**src/rtl/dmem_port_arbiter.sv**
```systemverilog
// dmem_port_arbiter
// Shares one single-ported synchronous memory between the instruction-fetch
// port and the MEM-stage data port. One access is in flight at a time: the
// winner is latched in IDLE, strobed to memory in ISSUE, waits out the fixed
// read latency in WAIT, and gets a one-cycle ready pulse in DONE. The data port
// normally has priority. A fairness counter forces a fetch grant after
// FAIR_LIMIT consecutive data grants made while fetch was waiting.

module dmem_port_arbiter #(
   parameter int unsigned MEM_LAT    = 1,
   parameter int unsigned FAIR_LIMIT = 4
) (
   input  logic        clk,
   input  logic        reset,
   // instruction-fetch port
   input  logic        i_req,
   input  logic [31:0] i_addr,
   output logic [31:0] i_rdata,
   output logic        i_ready,
   // MEM-stage data port
   input  logic [1:0]  d_ctrl,
   input  logic [31:0] d_addr,
   input  logic [31:0] d_wdata,
   output logic [31:0] d_rdata,
   output logic        d_ready,
   // pipeline stall requests
   output logic        stall_if,
   output logic        stall_mem,
   // memory side
   output logic        mem_en,
   output logic        mem_we,
   output logic [31:0] mem_addr,
   output logic [31:0] mem_wdata,
   input  logic [31:0] mem_rdata
);

   localparam int unsigned LAT_W  = (MEM_LAT > 1) ? $clog2(MEM_LAT + 1) : 1;
   localparam int unsigned FAIR_W = (FAIR_LIMIT > 1) ? $clog2(FAIR_LIMIT + 1) : 1;

   typedef enum logic [1:0] {
      IDLE  = 2'd0,
      ISSUE = 2'd1,
      WAIT  = 2'd2,
      DONE  = 2'd3
   } state_t;

   state_t              state;
   state_t              state_nxt;

   logic                d_req;
   logic                d_elig;
   logic                i_elig;
   logic                fair_hit;
   logic                fetch_win;

   logic                grant_c;       // a grant is made this cycle (IDLE only)
   logic                grant_data_c;  // that grant goes to the data port
   logic                capture_c;     // mem_rdata is valid this cycle

   logic                grant_data;    // owner of the access in flight: 1 = data
   logic [LAT_W-1:0]    lat_cnt;
   logic [FAIR_W-1:0]   fair_cnt;

   // A 2'b11 command is a store; any nonzero command is a request.
   assign d_req = |d_ctrl;

   // Stall each pipeline stage while its request is outstanding.
   assign stall_mem = d_req & ~d_ready;
   assign stall_if  = i_req & ~i_ready;

   // Eligibility and priority: data first unless fetch has waited too long.
   always_comb begin
      d_elig    = d_req & ~d_ready;
      i_elig    = i_req & ~i_ready;
      fair_hit  = (fair_cnt == FAIR_W'(FAIR_LIMIT));
      fetch_win = i_elig & (~d_elig | fair_hit);
   end

   // State register.
   always_ff @(posedge clk or posedge reset) begin
      if (reset) begin
         state <= IDLE;
      end else begin
         state <= state_nxt;
      end
   end

   // Next-state and per-cycle control strobes.
   always_comb begin
      state_nxt    = state;
      grant_c      = 1'b0;
      grant_data_c = 1'b0;
      capture_c    = 1'b0;
      case (state)
         IDLE: begin
            if (d_elig || i_elig) begin
               grant_c      = 1'b1;
               grant_data_c = ~fetch_win;
               state_nxt    = ISSUE;
            end
         end
         ISSUE: begin
            // mem_we holds the latched direction of this access
            state_nxt = mem_we ? DONE : WAIT;
         end
         WAIT: begin
            if (lat_cnt == LAT_W'(1)) begin
               capture_c = 1'b1;
               state_nxt = DONE;
            end
         end
         DONE: begin
            state_nxt = IDLE;
         end
         default: begin
            state_nxt = IDLE;
         end
      endcase
   end

   // Latch owner, address, direction and store data of the granted request.
   always_ff @(posedge clk or posedge reset) begin
      if (reset) begin
         grant_data <= 1'b0;
         mem_addr   <= '0;
         mem_wdata  <= '0;
         mem_we     <= 1'b0;
      end else if (grant_c) begin
         grant_data <= grant_data_c;
         if (grant_data_c) begin
            mem_addr  <= d_addr;
            mem_wdata <= d_wdata;
            mem_we    <= d_ctrl[0];
         end else begin
            mem_addr  <= i_addr;
            mem_we    <= 1'b0;
         end
      end
   end

   // Memory strobe: high for exactly the ISSUE cycle.
   always_ff @(posedge clk or posedge reset) begin
      if (reset) begin
         mem_en <= 1'b0;
      end else begin
         mem_en <= (state_nxt == ISSUE);
      end
   end

   // Read latency countdown: loaded in ISSUE, reaches 1 when mem_rdata is valid.
   always_ff @(posedge clk or posedge reset) begin
      if (reset) begin
         lat_cnt <= '0;
      end else if (state == ISSUE) begin
         lat_cnt <= LAT_W'(MEM_LAT);
      end else if (state == WAIT) begin
         lat_cnt <= lat_cnt - LAT_W'(1);
      end
   end

   // Fairness: count data grants that made a waiting fetch lose.
   always_ff @(posedge clk or posedge reset) begin
      if (reset) begin
         fair_cnt <= '0;
      end else if (state == IDLE) begin
         if (grant_c && !grant_data_c) begin
            fair_cnt <= '0;
         end else if (!i_req) begin
            fair_cnt <= '0;
         end else if (grant_c && !fair_hit) begin
            fair_cnt <= fair_cnt + FAIR_W'(1);
         end
      end
   end

   // Capture read data into the owner's register only; the other holds.
   always_ff @(posedge clk or posedge reset) begin
      if (reset) begin
         d_rdata <= '0;
         i_rdata <= '0;
      end else if (capture_c) begin
         if (grant_data) begin
            d_rdata <= mem_rdata;
         end else begin
            i_rdata <= mem_rdata;
         end
      end
   end

   // One-cycle ready pulse to the owner while in DONE.
   always_ff @(posedge clk or posedge reset) begin
      if (reset) begin
         d_ready <= 1'b0;
         i_ready <= 1'b0;
      end else begin
         d_ready <= (state_nxt == DONE) &&  grant_data;
         i_ready <= (state_nxt == DONE) && !grant_data;
      end
   end

endmodule

```
**config.mk**
```make
export PLATFORM = sky130hd
export DESIGN_NAME = dmem_port_arbiter
export DESIGN_NICKNAME = d
export VERILOG_FILES = /design/src/rtl/dmem_port_arbiter.sv
export SDC_FILE = /design/constraint.sdc
export NUM_CORES = 1
export LEC_CHECK = 0
export BUFFER_PORTS_ARGS = -buffer_cell sky130_fd_sc_hd__buf_2
export CAP_MARGIN = 20
export CORE_AREA = 2 2 154 156
export CTS_BUF_LIST = sky130_fd_sc_hd__clkbuf_8
export DETAILED_ROUTE_END_ITERATION = 6
export DIE_AREA = 0 0 156 158
export GPL_TIMING_DRIVEN = 0
export PLACE_DENSITY_LB_ADDON = 0.1
export RECOVER_POWER = 100
export SYNTH_ARGS = -nofsm -noshare
export SYNTH_HDL_FRONTEND = slang
export SYNTH_SLANG_ARGS = --single-unit
```
**constraint.sdc**
```tcl
create_clock -name clk -period 5.8 [get_ports clk]
set_input_delay 1.16 -clock clk [delete_from_list [all_inputs] [get_ports clk]]
set_output_delay 1.16 -clock clk [all_outputs]
set_load 0.02 [all_outputs]
```
== Word level (Yosys, flattened, before mapping) ==
Cells that the tools add are included.
Operators by class
  mux-type cells: 17
  bitwise gates (word level): 9
  reductions and logical operators: 15
  add/sub/neg operators: 2
  eq/ne operators: 7
Operators with widths (number)
  32-bit 2-to-1 mux: 1
  1-bit 2-to-1 mux: 10
  3-bit 2-to-1 mux: 3
  2-bit case mux with 4 select lines: 1
  2-bit AND reduction: 4
  2-bit equality test, second input constant: 3
  1-bit NOT: 5
  2-bit by 1-bit equality test with 1-bit output, second input constant: 2
  1-bit logical AND: 4
  2-bit 2-to-1 mux: 2
  3-bit by 1-bit adder with 3-bit output, second input constant: 1
  1-bit bitwise AND: 3
  3-bit equality test, second input constant: 1
  1-bit zero test: 3
  3-bit by 1-bit != test with 1-bit output, second input constant: 1
  2-bit zero test: 1
  2-bit nonzero test: 1
  2-bit OR reduction: 1
  1-bit logical OR: 1
  1-bit OR: 1
  1-bit subtractor, second input constant: 1
Word-level totals
  logic and storage cells: 62
  output and inout port bits: 134
  input bits: 133
  bits in registers: 139

== Longest topological paths before layout ==
  depth after elaboration: 12
  mapped depth: 9
  depth with buffers taken out: 7

== Least setup slack after synthesis ==
OpenSTA, ideal clock, no wires.
  path type: input to output
  from: input d_ctrl[1]
  to: output stall_mem
  required time: 4.640 ns
  path buffers: 0
  setup slack: 3.242 ns
  stages: 1
  arrival time: 1.398 ns
  cells stage by stage: o21ba_4
On the way
  word-level cells in the longest chain between the ends: 2
Ends and longest elaborated chain
  from (decl): RTL line 21  | input logic [1:0] d_ctrl,
  2-bit OR reduction: RTL line 65  | assign d_req = |d_ctrl;
  1-bit bitwise AND: RTL line 68  | assign stall_mem = d_req & ~d_ready;
  to (decl): RTL line 28  | output logic stall_mem,
Every way passes these cells.

== Worst setup path after layout ==
  from: input d_ctrl[1]
  to: register mem_wdata[8]
On the way
  word-level cells in the longest chain between the ends: 9
  elaborated cells between the ends (all ways): 12
  those cells by class: mux (4); bitwise (5); reduce/logical (3)
Ends and longest elaborated chain
  2-bit OR reduction (*): RTL line 65
  1-bit bitwise AND (*): RTL line 73  | d_elig = d_req & ~d_ready;
  1-bit NOT: RTL line 76  | fetch_win = i_elig & (~d_elig | fair_hit);
  1-bit OR: RTL line 76
  1-bit bitwise AND: RTL line 76
  1-bit NOT: RTL line 98  | grant_data_c = ~fetch_win;
  1-bit 2-to-1 mux: RTL line 96  | if (d_elig || i_elig) begin
  1-bit 2-to-1 mux: RTL line 94  | case (state)
  2-bit AND reduction (no source line) (*)
  to (signal assigned): RTL line 132  | mem_wdata <= d_wdata;
  to (decl): RTL line 33  | output logic [31:0] mem_wdata,
Mark *: on every way between the ends. The rest lies on a longest branch, timed or not.
A chain may end at the register's enable or synchronous reset.

==> results.ini <==
[status]
status = complete, no violations

[floorplanning]
dieArea_mm2 = 0.02465
num_rows = 56
ioPinCount = 267
die_y_um = 158
die_width_um = 156
start_util_pct = 24.61
core_area_mm2 = 0.02305

[timing]
hold_viol_final = 0
finalClockSkew_ns = 0.01480
finalMaxSlewViolations = 0
tightest_slew_ns = 0.7969
fmax_mhz = 336.0
period_share_pct = 51.31
fin_crit_ns = 2.976
rsz0062_at_grt = false
setup_violations = 0
slew_headroom_pct = 46.87
setup_slack_ns = 2.824

[logic_synthesis]
syn_area_per_cell_um2 = 12.26
synth-seq-cells = 139
syn_nets = 601
netlist_area_mm2 = 0.005674
yosys.area.top_type = dfrtp_1
yosysSeqAreaShare_pct = 61.30
yosys_warnings = 0
synthCells = 463
synth_top_area_share_pct = 61.30
yosysUniqueCellTypes = 36
synthTopCellsByArea = dfrtp_1 (61%), mux2_1 (8.9%), nand2_1 (8.5%)

[power_and_ir_drop]
power_leakage_nw = 3.726
ir_drop_mv = 0.1751
powerDensity_mw_per_mm2 = 605.1

[setup_path]
crit_slowest_cell = clkbuf_1
ff2ff_setup_slack_ns = 3.07
cp-end-kind = flip-flop
cp.required_ns = 6.17
arrival_ns = 3.35
path_cells = buf_2 -> o21ba_1 -> nand3_1 -> clkbuf_1 -> clkbuf_1 -> clkbuf_1 -> nand2_1 -> nand2_1
critPathKind = in -> reg
startpoint_type = input port
cpPeakStageDelay_ns = 0.56
cpMostUsedCell = clkbuf_1
worst-path-max-fanout = 10

[final_layout]
syn2layout_area_growth_pct = 33.38
finalNetCount = 887
finalNonFillerCells = 1051
seq_area_mm2 = 0.003478
fillers = 2422
drive_above_1_share_pct = 25.23
n_antenna_cell = 0
multiInputGateArea_mm2 = 0.001962

[cts]
cts_tree = yes
cts_max_path_buffers = 2
clk_latency_ns = 0.44
postCtsSetupRepairBufs = 0
cts_made_buffers = 17
cts_resized = 0
ctsHtreeMaxLevel = 4
cts_hold_buf = 0
cts_root_buf = clkbuf_8
cts.clk_slew.worst_paths_ns = 0.08
cts.sinks = 139

[global_route]
grt_pass1_vias = 4747
grt_max_degree = 86
overflow = 0
antenna_found_initial = 1
grt_pass1_wl_um = 24480
grt_usage_pct = 12.74

[routing]
drtAntennaViolNets = 0
viasPerCell = 4.264
drt_iter0_markers = 159
drt-total-wl_um = 15740
wire_per_inst_um = 14.98
num_vias = 4481
drc = 0
drtPass1Iterations = 4

[placement]
io_buffers = 266
gp_congestion = 0.7561
dp.cells = 1020
pre_cts_ws_ns = 2.976
place_hpwl_um = 11720

[run]
drv_cap = 0

[hold_path]
hold_path.class = reg -> reg

-- final timing paths --
path	cells after the start	from	end
worst min register to register	2	mem_wdata[28]	mem_wdata[28]
min in group asynchronous	2	reset	mem_wdata[23]
worst min-delay path	2	mem_wdata[28]	mem_wdata[28]
worst max-delay path	8	d_ctrl[1]	mem_wdata[8]
worst max register to register	9	fair_cnt[0]	mem_wdata[8]
max in group asynchronous	3	reset	mem_en
-- critical path: cells and delay by family --
kind	cells	cell delay, ns
simple gates	3	0.29
compound gates	1	0.25
buf+inv	4	1.64
-- Yosys cell counts --
cell type and count:
dfrtp_1 139, nand2_1 129, mux2_1 45, mux2i_1 30
o21ai_1 24, mux2_2 19, buf_2 14, inv_1 6
o21ai_0 6, buf_6 5, ha_1 5, nor2_1 5
a22o_1 4, a21o_1 3, nand3_1 3, o21a_1 3
a211oi_1 2, a21oi_1 2, buf_12 2, a21boi_1 1
and2b_4 1, and3_1 1, and3_4 1, and4b_1 1
buf_4 1, buf_8 1, clkbuf_1 1, clkbuf_2 1
inv_2 1, nand3b_1 1, nand4b_1 1, nor3b_1 1
o21a_4 1, o21ai_2 1, o21ba_4 1, o22ai_1 1
-- logic make-up (layout without fill, tap and decap cells) --
group / Yosys count / in the layout / synth area share, %
compound gates: 49 / 49 / 5.447
mux: 94 / 94 / 17.99
simple gates: 144 / 144 / 10.21
flops: 139 / 139 / 61.30
buf+inv: 32 / 330 / 3.947
fa+ha+maj: 5 / 5 / 1.103
-- stage by stage --
stage	hold slack (ns)	area, µm²	TNS (ns)	util (%)	power (mW)
after CTS	0.4778	7806	0	33.86	4.851
after global placement	0.4554	7368	-115.96	31.96	3.963
final	0.4814	7569	0	32.83	4.579
after detailed placement	0.4578	7401	0	32.10	4.010
after floorplan	0.4550	5674	0	-	3.184
after global routing	0.5053	7569	0	32.83	4.955
-- cell usage in the layout (no fill, tap or decap), types with 3 or more instances in the layout --
cell / Yosys / final
mux2i_1: 30 / 30
a22o_1: 4 / 4
nand2_1: 129 / 129
nor2_1: 5 / 5
clkbuf_8: 0 / 21
dfrtp_1: 139 / 139
ha_1: 5 / 5
inv_1: 6 / 7
clkbuf_1: 1 / 153
o21ai_1: 24 / 4
o21ai_0: 6 / 27
mux2_1: 45 / 45
o21a_1: 3 / 3
a21o_1: 3 / 3
nand3_1: 3 / 3
mux2_2: 19 / 19
buf_2: 14 / 134
clkinvlp_4: 0 / 4
-- area by class of cell --
class	count	area share, %
sequential	139	45.96
multi-input combinational	292	25.92
timing repair buffer	267	15.71
tap	290	4.794
clock buffer	21	3.819
buffer	25	1.852
clock inverter	10	1.537
inverter	7	0.4133
-- metal layers --
metal	global-route usage, %	wire length [µm]
met1	15.36	6954
met3	4.982	1245
met5	0	13
met4	4.107	186
met2	20.97	7343
-- state kept, by name (all words and copies together), names as in the netlist --
name	count
i_ready	1
lat_cnt	1
d_rdata	32
mem_addr	32
mem_we	1
mem_en	1
d_ready	1
i_rdata	32
state	2
mem_wdata	32
grant_data	1
fair_cnt	3
-- power by group --
part	leakage (nW)	internal (mW)	switching, mW	total, mW
Combinational	1.86	0.695	1.37	2.06
Clock	0.198	0.426	0.384	0.810
Sequential	1.67	1.46	0.252	1.71
Total	3.73	2.58	2.00	4.58
Note: power is estimated with default switching activity, not from simulation.
